===== src/rtl/a5_1_core_if.sv =====
// Handshake bundle between the Wishbone register block and the A5/1 core; word packer ports exist under A5_WORD_OUT_EN.
// Pure wiring, no latency.
// Backpressure flows over ks_ready from the consumer (master) to the core (slave).
interface a5_1_core_if;
  logic        start;
  logic [63:0] key;
  logic [21:0] frame;
  logic        busy;
  logic        ks_valid;
  logic        ks_ready;
  logic        ks_bit;
  logic        ks_last;
  logic        done;
`ifdef A5_WORD_OUT_EN
  logic [31:0] ks_word;
  logic        ks_word_valid;

  modport master (
    output start, key, frame, ks_ready,
    input  busy, ks_valid, ks_bit, ks_last, done, ks_word, ks_word_valid
  );
  modport slave (
    input  start, key, frame, ks_ready,
    output busy, ks_valid, ks_bit, ks_last, done, ks_word, ks_word_valid
  );
`else
  modport master (
    output start, key, frame, ks_ready,
    input  busy, ks_valid, ks_bit, ks_last, done
  );
  modport slave (
    input  start, key, frame, ks_ready,
    output busy, ks_valid, ks_bit, ks_last, done
  );
`endif
endinterface


===== src/rtl/a5_1_core.sv =====
// A5/1 keystream core: key/frame load, majority mixing, one keystream bit per handshake; A5_WORD_OUT_EN adds a 32-bit packer.
// Latency: first ks_valid 64+22+MIX_CYCLES+1 cycles after the accepted start.
// Backpressure: ks_ready low freezes the registers and ks_bit; nothing is dropped.
module a5_1_core #(
  parameter int KS_BITS    = 228,
  parameter int MIX_CYCLES = 100
) (
  input  logic         wb_clk_i,
  input  logic         wb_rst_i,
  a5_1_core_if.slave   bus
);

  localparam logic [9:0]  KS_LAST  = 10'(KS_BITS - 1);
  localparam logic [15:0] MIX_LAST = 16'(MIX_CYCLES);

  typedef enum logic [2:0] {IDLE, LOAD_KEY, LOAD_FRAME, MIX, RUN} state_t;

  state_t      state;
  logic [63:0] key_q;
  logic [21:0] frame_q;
  logic [18:0] r1;
  logic [21:0] r2;
  logic [22:0] r3;
  logic [9:0]  ks_cnt;
  logic [15:0] step_cnt;
  logic        busy_q;
  logic        ks_valid_q;
  logic        ks_last_q;
  logic        done_q;

  logic maj;
  logic step1, step2, step3;
  logic ks_bit;
  logic hs;

  function automatic logic [18:0] r1_step(input logic [18:0] r, input logic inj);
    return {r[17:0], r[13] ^ r[16] ^ r[17] ^ r[18] ^ inj};
  endfunction

  function automatic logic [21:0] r2_step(input logic [21:0] r, input logic inj);
    return {r[20:0], r[20] ^ r[21] ^ inj};
  endfunction

  function automatic logic [22:0] r3_step(input logic [22:0] r, input logic inj);
    return {r[21:0], r[7] ^ r[20] ^ r[21] ^ r[22] ^ inj};
  endfunction

  assign maj    = (r1[8] & r2[10]) | (r1[8] & r3[10]) | (r2[10] & r3[10]);
  assign step1  = (r1[8]  == maj);
  assign step2  = (r2[10] == maj);
  assign step3  = (r3[10] == maj);
  assign ks_bit = r1[18] ^ r2[21] ^ r3[22];
  assign hs     = ks_valid_q & bus.ks_ready;

  assign bus.busy     = busy_q;
  assign bus.ks_valid = ks_valid_q;
  assign bus.ks_bit   = ks_bit;
  assign bus.ks_last  = ks_last_q;
  assign bus.done     = done_q;

  always_ff @(posedge wb_clk_i or posedge wb_rst_i) begin
    if (wb_rst_i) begin
      state      <= IDLE;
      key_q      <= '0;
      frame_q    <= '0;
      r1         <= '0;
      r2         <= '0;
      r3         <= '0;
      ks_cnt     <= '0;
      step_cnt   <= '0;
      busy_q     <= 1'b0;
      ks_valid_q <= 1'b0;
      ks_last_q  <= 1'b0;
      done_q     <= 1'b0;
    end else begin
      done_q <= 1'b0;
      case (state)
        IDLE: begin
          if (bus.start) begin
            key_q    <= bus.key;
            frame_q  <= bus.frame;
            r1       <= '0;
            r2       <= '0;
            r3       <= '0;
            ks_cnt   <= '0;
            step_cnt <= '0;
            busy_q   <= 1'b1;
            state    <= LOAD_KEY;
          end
        end
        LOAD_KEY: begin
          r1 <= r1_step(r1, key_q[step_cnt[5:0]]);
          r2 <= r2_step(r2, key_q[step_cnt[5:0]]);
          r3 <= r3_step(r3, key_q[step_cnt[5:0]]);
          if (step_cnt == 16'd63) begin
            step_cnt <= '0;
            state    <= LOAD_FRAME;
          end else begin
            step_cnt <= step_cnt + 16'd1;
          end
        end
        LOAD_FRAME: begin
          r1 <= r1_step(r1, frame_q[step_cnt[4:0]]);
          r2 <= r2_step(r2, frame_q[step_cnt[4:0]]);
          r3 <= r3_step(r3, frame_q[step_cnt[4:0]]);
          if (step_cnt == 16'd21) begin
            step_cnt <= '0;
            state    <= MIX;
          end else begin
            step_cnt <= step_cnt + 16'd1;
          end
        end
        MIX: begin
          if (step1) r1 <= r1_step(r1, 1'b0);
          if (step2) r2 <= r2_step(r2, 1'b0);
          if (step3) r3 <= r3_step(r3, 1'b0);
          // The final mixing step leaves keystream bit 0 on the register taps.
          if (step_cnt == MIX_LAST) begin
            ks_valid_q <= 1'b1;
            ks_last_q  <= (KS_LAST == 10'd0);
            state      <= RUN;
          end else begin
            step_cnt <= step_cnt + 16'd1;
          end
        end
        RUN: begin
          if (hs) begin
            if (ks_cnt == KS_LAST) begin
              ks_valid_q <= 1'b0;
              ks_last_q  <= 1'b0;
              busy_q     <= 1'b0;
              done_q     <= 1'b1;
              state      <= IDLE;
            end else begin
              if (step1) r1 <= r1_step(r1, 1'b0);
              if (step2) r2 <= r2_step(r2, 1'b0);
              if (step3) r3 <= r3_step(r3, 1'b0);
              ks_cnt    <= ks_cnt + 10'd1;
              ks_last_q <= ((ks_cnt + 10'd1) == KS_LAST);
            end
          end
        end
        default: state <= IDLE;
      endcase
    end
  end

`ifdef A5_WORD_OUT_EN
  logic [31:0] pack_sr;
  logic [4:0]  pack_cnt;
  logic [31:0] word_q;
  logic        word_vld_q;
  logic [31:0] pack_next;

  // MSB-first: bit n of a word lands at position 31-n, unused tail stays zero.
  assign pack_next = pack_sr | ({31'd0, ks_bit} << (5'd31 - pack_cnt));

  assign bus.ks_word       = word_q;
  assign bus.ks_word_valid = word_vld_q;

  always_ff @(posedge wb_clk_i or posedge wb_rst_i) begin
    if (wb_rst_i) begin
      pack_sr    <= '0;
      pack_cnt   <= '0;
      word_q     <= '0;
      word_vld_q <= 1'b0;
    end else begin
      word_vld_q <= 1'b0;
      if (state == IDLE && bus.start) begin
        pack_sr  <= '0;
        pack_cnt <= '0;
        word_q   <= '0;
      end else if (hs) begin
        if (pack_cnt == 5'd31 || ks_cnt == KS_LAST) begin
          word_q     <= pack_next;
          word_vld_q <= 1'b1;
          pack_sr    <= '0;
          pack_cnt   <= '0;
        end else begin
          pack_sr  <= pack_next;
          pack_cnt <= pack_cnt + 5'd1;
        end
      end
    end
  end
`endif

endmodule


===== src/flat_wrapper.sv =====
// flat-port wrapper written by rule: the top's interface ports become plain ports
module a5_1_core_flat 
#(
  parameter int KS_BITS    = 228,
  parameter int MIX_CYCLES = 100
)
  (wb_clk_i, wb_rst_i, bus_start, bus_key, bus_frame, bus_ks_ready, bus_busy, bus_ks_valid, bus_ks_bit, bus_ks_last, bus_done);
  a5_1_core_if bus_i ();
  input  logic wb_clk_i;
  input  logic wb_rst_i;
  input wire logic [$bits(bus_i.start)-1:0] bus_start;
  input wire logic [$bits(bus_i.key)-1:0] bus_key;
  input wire logic [$bits(bus_i.frame)-1:0] bus_frame;
  input wire logic [$bits(bus_i.ks_ready)-1:0] bus_ks_ready;
  output wire logic [$bits(bus_i.busy)-1:0] bus_busy;
  output wire logic [$bits(bus_i.ks_valid)-1:0] bus_ks_valid;
  output wire logic [$bits(bus_i.ks_bit)-1:0] bus_ks_bit;
  output wire logic [$bits(bus_i.ks_last)-1:0] bus_ks_last;
  output wire logic [$bits(bus_i.done)-1:0] bus_done;
  assign bus_i.start = bus_start;
  assign bus_i.key = bus_key;
  assign bus_i.frame = bus_frame;
  assign bus_i.ks_ready = bus_ks_ready;
  assign bus_busy = bus_i.busy;
  assign bus_ks_valid = bus_i.ks_valid;
  assign bus_ks_bit = bus_i.ks_bit;
  assign bus_ks_last = bus_i.ks_last;
  assign bus_done = bus_i.done;
  a5_1_core #(.KS_BITS(KS_BITS), .MIX_CYCLES(MIX_CYCLES)) u_core (.wb_clk_i(wb_clk_i), .wb_rst_i(wb_rst_i), .bus(bus_i));
endmodule

===== config.mk =====
export PLATFORM = sky130hd
export DESIGN_NAME = a5_1_core_flat
export DESIGN_NICKNAME = d
export VERILOG_FILES = /design/src/rtl/a5_1_core_if.sv /design/src/rtl/a5_1_core.sv /design/src/flat_wrapper.sv
export SDC_FILE = /design/constraint.sdc
export NUM_CORES = 1
export LEC_CHECK = 0
export ABC_AREA = 0
export BUFFER_PORTS_ARGS = -buffer_cell sky130_fd_sc_hd__buf_2
export CAP_MARGIN = 20
export CORE_MARGIN = 3
export CORE_UTILIZATION = 60
export DETAILED_ROUTE_END_ITERATION = 10
export PLACE_DENSITY = 0.81
export SLEW_MARGIN = 15
export SYNTH_ARGS = -nofsm -noshare
export SYNTH_HDL_FRONTEND = slang
export SYNTH_SLANG_ARGS = --single-unit

===== constraint.sdc =====
create_clock -name wb_clk_i -period 16.3 [get_ports wb_clk_i]
set_clock_uncertainty 0.15 [all_clocks]
set_input_delay 0.815 -clock wb_clk_i [delete_from_list [all_inputs] [get_ports wb_clk_i]]
set_output_delay 0.815 -clock wb_clk_i [all_outputs]
set_load 0.01 [all_outputs]

==> impl_metrics.toml, run 1 <==
[cts]
cts_buffer_depth = 2
cts_resized = 0
clk_latency_ps = 430
cts_tree = "yes"
cts.htree.levels = 4
path_clk_slew_ps = 60
cts.sinks = 183
postCtsSetupBuffers = 0
cts_root_buf = "clkbuf_16"
numCtsBuffers = 17
cts_hold_buf = 0

[finish]
areaGrowthSynthToFinish_pct = 12.9
drive_gt1_share_pct = 28.8
num-nets-final = 958
final_common_cell = "dfrtp_1"
final_area_um2 = 9740
fill_cells = 992
num_antenna_cells = 0
final_cell_mix = "dfrtp_1, nand2_1, buf_2"
finalNonFillerCells = 1056

[global_routing]
grt.total_usage_pct = 23.7
gr-total-overflow = 0
antenna_found_initial = 0
grt_max_degree = 103
grt_pass1_wl_mm = 30.8
grt_pass1_vias = 6422

[timing]
slew_violations = 0
fin_crit_sh_pct = 19.9
setup_viol = 0
tightest_slew_ps = 1080
hold_slack_ps = 333
fmax_ghz = 0.308
fin_ws_ps = 13050
slew_headroom_pct = 28.3
rsz0062_at_grt = "no"
hold_viol = 0
period_needed_ps = 3250
tns_ps = 0

[worst_setup_path]
worstPathMaxFanout = 22
path_class = "reg2reg"
critPathMaxStageDelay_ps = 900
worst_setup_path_start_kind = "register"
path_buf_inv = 0
cp.arrival_ps = 3380
cp-end-kind = "register"
crit_slowest_cell = "dfrtp_1"
cpLargestDelayFamily = "simple AND/OR/NAND/NOR gates"
crit_chain = "ha_1 > nand2_1 > or2_2 > o41ai_1 > a21o_1 > nor2b_1 > nor2_1"
cp.required_ps = 16440

[yosys]
synthTopCellsByArea = "dfrtp_1, mux2_2, nand2_1, o21ai_0, mux4_2"
syn_avg_cell_area_um2 = 10.9
synth-main-ff-cell = "dfrtp_1"
syn_nets = 888
synth_edf_count = 0
synth.largest_area_cell = "dfrtp_1"
async_flop_share_pct = 100
yosysSeqAreaShare_pct = 53.1
synth_top_area_share_pct = 53.1
yosysWarnings = 0
netlist_instances = 793
yosysUniqueCellTypes = 53
synth_seq_cells = 183
netlist_area_um2 = 8630

[power_and_ir_drop]
leakagePower_nw = 4.23
max-vdd-ir-drop_mv = 0.0918
power_density_nw_per_um2 = 149

[worst_hold_path]
hold_class = "reg2reg"

[placement]
place.gp.congestion = 0.895
io_buffers = 94
dp_hpwl_mm = 11.9
place_ws_ps = 13110
dp.cells = 1023
dpl_cell_area_um2 = 9160

[floorplanning]
die_width_um = 126
rows = 43
start_util_pct = 61.7
core_area_um2 = 14000
fp.dieArea_um2 = 15900
die-height_um = 126
io_pins = 95

[detailed_routing]
postRouteWirelength_mm = 18.0
viasPerCell = 5.89
drtAntennaViolNets = 0
routedWlPerCell_um = 17.0
drc = 0
num_vias = 6218
drtIter0Drc = 528
drtPass1Iterations = 6

[job]
cap_violations = 0

[outcome]
status = "complete, no violations"
final cells by class:
class	instances	area, um2	share of cell area [%]
clock inverters	11	97.6	1.00
well taps	180	225	2.31
inverters	11	46.3	0.475
clock buffers	21	460	4.73
flip-flops and latches	183	4580	47.0
multi-input cells	549	3800	39.0
repair buffers	101	536	5.50
per-layer routing:
layer  track usage (%)  vias to the layer above  part of all wire [%]
met5                 0                        -                     0
met2              38.7                      182                    50
met1              31.6                     3080                    43
met4              9.59                        0                   2.4
li1                  -                     2913                     -
met3              4.62                       43                   4.2
logic make-up (layout without fill, tap and decap cells):
logic type | count (synthesis) | count (layout) | synth area share [%]
adder cells (fa/ha/maj) | 5 | 5 | 0.725
buffers and inverters | 61 | 144 | 3.18
multiplexers | 114 | 114 | 17.7
XOR/XNOR | 21 | 21 | 2.13
flip-flops | 183 | 183 | 53.1
AO/OA/AOI/OAI | 138 | 138 | 9.48
AND/OR/NAND/NOR | 271 | 271 | 13.7
Yosys cell counts (2+ instances only):
master	instances
mux2_2	89
dfrtp_1	183
nor4_1	9
mux4_2	14
o21ai_2	2
xor2_1	4
nor2b_1	7
or2_2	4
mux2i_1	4
nor3_1	9
mux4_1	6
ha_1	5
a21o_1	2
or4_1	2
nand2b_1	7
nand4_1	4
inv_1	11
buf_6	2
buf_2	15
and3_1	8
a31oi_1	4
buf_4	3
a211oi_1	3
a221o_1	2
o21ai_0	94
o31ai_1	8
buf_1	4
a2111oi_2	2
nand2_1	160
nand3_1	11
clkbuf_1	26
a21oi_1	8
and2_1	3
xnor2_1	17
nor2_1	41
o41ai_1	3
worst reg2reg max path, stage by stage, from the launching register on:
cell and delay (ps):
dfrtp_1 900, ha_1 350, nand2_1 80, or2_2 390
o41ai_1 280, a21o_1 400, nor2b_1 420, nor2_1 130
metrics by stage:
stage	util [%]	power, W
finish	69.6	0.00146
global route	69.6	0.00154
CTS	69.4	0.00146
detailed placement	65.4	0.00106
global placement	65.4	0.00104
floorplan	-	0.000964
flip-flops by register name, indices dropped and copies added (netlist names), 3 cells and up:
register	flops
u_core.frame_q	22
u_core.r3	23
u_core.r1	19
u_core.ks_cnt	10
u_core.step_cnt	16
u_core.key_q	64
u_core.state	3
u_core.r2	22
power breakdown:
group	internal (W)	total [W]	switching, W
combinational	0.000211	0.000379	0.000167
clock	0.000219	0.000393	0.000174
sequential	0.000586	0.000684	0.0000975
total	0.00102	0.00146	0.000439
final timing paths:
check / from / end / slack, ps / cells past startpoint
worst min register to register: u_core.r3[8] / u_core.r3[8] / 330 / 2
min in group asynchronous: wb_rst_i / u_core.key_q[19] / 430 / 2
worst min-delay path: u_core.r3[8] / u_core.r3[8] / 330 / 2
worst max register to register: u_core.step_cnt[1] / u_core.step_cnt[10] / 13050 / 7
worst max-delay path: u_core.step_cnt[1] / u_core.step_cnt[10] / 13050 / 7
max in group asynchronous: wb_rst_i / u_core.r1[10] / 14240 / 4
No activity file was read; power rests on OpenSTA's default activity.
==> run 2: changes to the inputs <==
--- a/config.mk
+++ b/config.mk
@@ -9,9 +9,9 @@
 export BUFFER_PORTS_ARGS = -buffer_cell sky130_fd_sc_hd__buf_2
 export CAP_MARGIN = 20
 export CORE_MARGIN = 3
-export CORE_UTILIZATION = 60
+export CORE_UTILIZATION = 53
 export DETAILED_ROUTE_END_ITERATION = 10
-export PLACE_DENSITY = 0.81
+export PLACE_DENSITY = 0.76
 export SLEW_MARGIN = 15
 export SYNTH_ARGS = -nofsm -noshare
 export SYNTH_HDL_FRONTEND = slang
==> constraint.sdc (replaced) <==
create_clock -name wb_clk_i -period 2.7 [get_ports wb_clk_i]
set_clock_uncertainty 0.15 [all_clocks]
set_input_delay 0.135 -clock wb_clk_i [delete_from_list [all_inputs] [get_ports wb_clk_i]]
set_output_delay 0.135 -clock wb_clk_i [all_outputs]
set_load 0.01 [all_outputs]
==> impl_metrics.toml, run 2 (synthesis results as in run 1) <==
[cts]
path_clk_slew_ps = 80
clk_latency_ps = 450
cts_root_buf = "clkbuf_16"
cts.htree.levels = 4
cts_tree = "yes"
numCtsBuffers = 17
cts_buffer_depth = 2
cts.sinks = 183

[detailed_routing]
highest_layer = "met4"
drtIter0Drc = 632
met1_length_mm = 8.87
routed-wl-met2_mm = 11.0
routedWlPerCell_um = 18.0
viasPerCell = 5.55
drtAntennaViolNets = 0
drtPass1Iterations = 5
postRouteWirelength_mm = 21.8
drc = 0
num_vias = 6734
dr_wl_met3_mm = 1.25

[timing]
fmax_ghz = 0.366
fin_crit_sh_pct = 101
hold_viol = 0
tightest_slew_ps = 556
fin_ws_ps = -29.7
period_needed_ps = 2730
rsz0062_at_grt = "yes"
tns_ps = -40.4
slew_violations = 0
slew_headroom_pct = 62.9
setup_viol = 3

[global_routing]
antenna_found_initial = 2
grt.total_usage_pct = 25.8
gr-total-overflow = 0
grt_pass1_wl_mm = 36.2
grt_max_degree = 99
grt_pass1_vias = 6889

[power_and_ir_drop]
pwr-share-comb_pct = 28.8
seq_power_share_pct = 44.2
max-vdd-ir-drop_mv = 0.636
clock_power_share_pct = 27.0
power_density_nw_per_um2 = 855
leakagePower_nw = 4.78
switching_share_pct = 31.9
p_int_w = 0.00644
switchingPower_w = 0.00302

[finish]
largest_reg_flops = 64
fin_util_pct = 69.6
final_common_cell = "dfrtp_1"
reg.largest.list = "u_core.key_q: 64 flops, u_core.r3: 23 flops"
areaGrowthSynthToFinish_pct = 28.2
drive_gt1_share_pct = 29.3
fill_cells = 1101
num-nets-final = 1077
final_cell_mix = "dfrtp_1, nand2_1, buf_2"
top_register = "u_core.key_q"

[outcome]
violations = "negative setup slack"
status = "finished, violations left"

[worst_hold_path]
hold_class = "in2reg"

[worst_setup_path]
cp-end-kind = "register"
cp.arrival_ps = 2910
worstPathMaxFanout = 6
worst_setup_path_start_kind = "register"
path_class = "reg2reg"
cp.required_ps = 2880

[floorplanning]
die-height_um = 134
core_area_um2 = 15900
fp.dieArea_um2 = 17800
die_width_um = 134
io_pins = 95
rows = 46
start_util_pct = 54.3

[placement]
place.gp.congestion = 0.862
io_buffers = 94
dp_hpwl_mm = 12.6

[job]
cap_violations = 0
## run 2: cell count changes in the layout (fill, tap and decap cells not counted), sizes merged
cell,delta
diode,+2
buf,+30
dlygate4sd3,+89
clkinv,-3
clkbuf,-3
inv,+5
clkinvlp,+1
## run 2: metrics by stage
step / hold WS [ps] / setup WS, ps / std cells / power [W] / instance area (um2)
2_1_floorplan: 137 / 64.5 / 793 / 0.00582 / 8630
6_report: 111 / -29.7 / 1213 / 0.00945 / 11100
5_1_grt: 228 / -70.4 / 1213 / 0.00990 / 11100
3_3_place_gp: -112 / -1.38 / 1088 / 0.00642 / 9520
4_1_cts: 94.2 / 3.55 / 1211 / 0.00932 / 11000
3_5_place_dp: -113 / -80.7 / 1088 / 0.00657 / 9520
## run 2: what timing repair did
action,4_1_cts,5_1_grt
buffers inserted,2,0
hold buffers,89,0
setup endpoints to repair,9,18
gates resized for setup,7,3
hold endpoints to repair,273,0
pin swaps,3,0
## run 2: power by group through the flow
stage / combinational (W) / clock, W / sequential (W)
global route: 0.00297 / 0.00267 / 0.00426
detailed placement: 0.00239 / 0 / 0.00417
finish: 0.00273 / 0.00255 / 0.00418
global placement: 0.00228 / 0 / 0.00415
floorplan: 0.00194 / 0 / 0.00388
CTS: 0.00265 / 0.00256 / 0.00411
## run 2: layer usage
| layer | track usage, % | vias to the layer above |
|---|---|---|
| met5 | 0 | - |
| met4 | 10.5 | 0 |
| met3 | 6.72 | 58 |
| met2 | 42.8 | 245 |
| met1 | 32.6 | 3282 |
| li1 | - | 3149 |
## run 2: worst paths after layout
kind                                     from               end  slack [ps]  cells after the start
hold / removal                      bus_start   u_core.state[0]         110                      5
hold reg to reg                  u_core.r3[5]      u_core.r3[5]         330                      2
setup reg to reg           u_core.step_cnt[0]      u_core.r3[0]         -30                      8
setup / recovery           u_core.step_cnt[0]      u_core.r3[0]         -30                      8
min in group asynchronous            wb_rst_i  u_core.ks_cnt[9]         570                      4
max in group asynchronous            wb_rst_i     u_core.r2[15]        1090                      5
## run 2: final cells by class
type	instances	area, um2	share of cell area (%)
flip-flops and latches	183	4580	41.4
multi-input cells	549	3800	34.4
repair buffers	220	1760	15.9
clock buffers	18	439	3.97
well taps	216	270	2.44
clock inverters	14	158	1.43
inverters	11	45.0	0.407
diodes	2	5.00	0.0453
## run 2: worst max-delay path: stages, from the launching register on
cell and delay, ps:
dfrtp_2 400, buf_12 130, mux4_1 570, mux4_2 480, nor2_1 120, a311o_1 210, a21oi_1 130, and3_1 170
a221o_1 260
==> run 3: changes to the inputs <==
--- a/config.mk
+++ b/config.mk
@@ -9,9 +9,9 @@
 export BUFFER_PORTS_ARGS = -buffer_cell sky130_fd_sc_hd__buf_2
 export CAP_MARGIN = 20
 export CORE_MARGIN = 3
-export CORE_UTILIZATION = 53
+export CORE_UTILIZATION = 40
 export DETAILED_ROUTE_END_ITERATION = 10
-export PLACE_DENSITY = 0.76
+export RECOVER_POWER = 100
 export SLEW_MARGIN = 15
 export SYNTH_ARGS = -nofsm -noshare
 export SYNTH_HDL_FRONTEND = slang
==> impl_metrics.toml, run 3 (synthesis results as in run 1) <==
[worst_setup_path]
cp-end-kind = "register"
worst_setup_path_start_kind = "register"
cp.arrival_ps = 2840
path_class = "reg2reg"
cp.required_ps = 2860
worstPathMaxFanout = 5

[global_routing]
grt.total_usage_pct = 17.6
grt_pass1_vias = 6491
gr-total-overflow = 0
antenna_found_initial = 0
grt_pass1_wl_mm = 33.9
grt_max_degree = 79

[detailed_routing]
num_vias = 6453
drtAntennaViolNets = 0
drtPass1Iterations = 5
viasPerCell = 5.05
drtIter0Drc = 361
routedWlPerCell_um = 15.6
drc = 0
postRouteWirelength_mm = 19.9

[placement]
dpl_cell_area_um2 = 9630
io_buffers = 94
dp.cells = 1150
place.gp.congestion = 0.770
dp_hpwl_mm = 13.2

[finish]
reg.largest.list = "u_core.key_q: 64 flops, u_core.r3: 23 flops"
fin_util_pct = 52.7
drive_gt1_share_pct = 29.4
final_cell_mix = "dfrtp_1, nand2_1, o21ai_0"
num_antenna_cells = 0
fill_cells = 1871
areaGrowthSynthToFinish_pct = 28.7
finalNonFillerCells = 1277
largest_reg_flops = 64
final_area_um2 = 11100
final_common_cell = "dfrtp_1"
top_register = "u_core.key_q"
num-nets-final = 1084

[power_and_ir_drop]
max-vdd-ir-drop_mv = 0.458
leakagePower_nw = 4.77
power_density_nw_per_um2 = 829

[timing]
setup_viol = 0
tns_ps = 0
hold_slack_ps = 101
hold_viol = 0
slew_violations = 0
tightest_slew_ps = 1110
slew_headroom_pct = 26.0
rsz0062_at_grt = "yes"
fin_crit_sh_pct = 99.0
fmax_ghz = 0.374
period_needed_ps = 2670

[cts]
path_clk_slew_ps = 80
cts_tree = "yes"
cts_root_buf = "clkbuf_16"
cts.sinks = 183
numCtsBuffers = 17
cts_buffer_depth = 2
clk_latency_ps = 440
cts.htree.levels = 4

[floorplanning]
die-height_um = 153
io_pins = 95
die_width_um = 153
fp.dieArea_um2 = 23400
rows = 53
start_util_pct = 40.9
core_area_um2 = 21100

[outcome]
status = "complete, no violations"

[job]
cap_violations = 0

[worst_hold_path]
hold_class = "in2reg"
-- run 3: changes by cell type in the layout (fill, tap and decap cells not counted), sizes merged --
cell         delta
buf             -8
bufinv          -1
clkbuf         +15
clkinv          +5
clkinvlp        -2
diode           -2
dlygate4sd3     -1
inv             -1
-- run 3: through the flow --
step	total power, W	setup WS [ps]
finish	0.00921	26.4
global route	0.00978	-64.1
CTS	0.00919	7.61
detailed placement	0.00659	-6.62
global placement	0.00652	2.72
floorplan	0.00582	64.5
-- run 3: per-layer routing --
layer  vias to the layer above  GRT usage, %  wire length (um)
met4                         0          4.88               261
met1                      3145          25.0              9520
li1                       3163             -                 -
met2                       126          28.5              9500
met5                         -             0                 0
met3                        19          2.75               593
-- run 3: path summary, 6_finish.rpt --
check | from | to | slack, ps | cells after the start
setup / recovery | u_core.step_cnt[0] | u_core.r3[0] | 30 | 9
hold / removal | bus_start | u_core.state[0] | 100 | 5
setup reg to reg | u_core.step_cnt[0] | u_core.r3[0] | 30 | 9
hold reg to reg | u_core.r1[11] | u_core.r1[11] | 330 | 2
max in group asynchronous | wb_rst_i | u_core.step_cnt[0] | 580 | 4
min in group asynchronous | wb_rst_i | u_core.bus.busy | 220 | 3
-- run 3: timing repair --
action / CTS / global route
resized for setup: 1 / 21
pin swaps: 3 / 10
endpoints found under the hold margin: 107 / 0
setup buffers: 3 / 3
setup endpoints to repair: 9 / 17
hold buffers: 88 / 0
-- run 3: report_power, final --
part           internal (W)  switching [W]
logic               0.00158        0.00112
clock network       0.00124        0.00121
registers           0.00354       0.000518
-- run 3: layout make-up --
cell class	instances	area, um2	share of cell area (%)
Multi-Input combinational cell	549	3810	34.3
Inverter	11	42.5	0.383
Tap cell	275	344	3.10
Timing Repair Buffer	227	1740	15.7
Sequential cell	183	4580	41.3
Clock buffer	17	425	3.83
Clock inverter	15	161	1.45
-- run 3: critical path, stage by stage, from the launching register on --
cell and delay (ps):
dfrtp_2 420, buf_6 130, buf_6 120, mux4_2 320
mux2_4 140, nand2_2 40, a311o_1 420, a2111oi_2 390
nor2_1 120, a221o_1 300
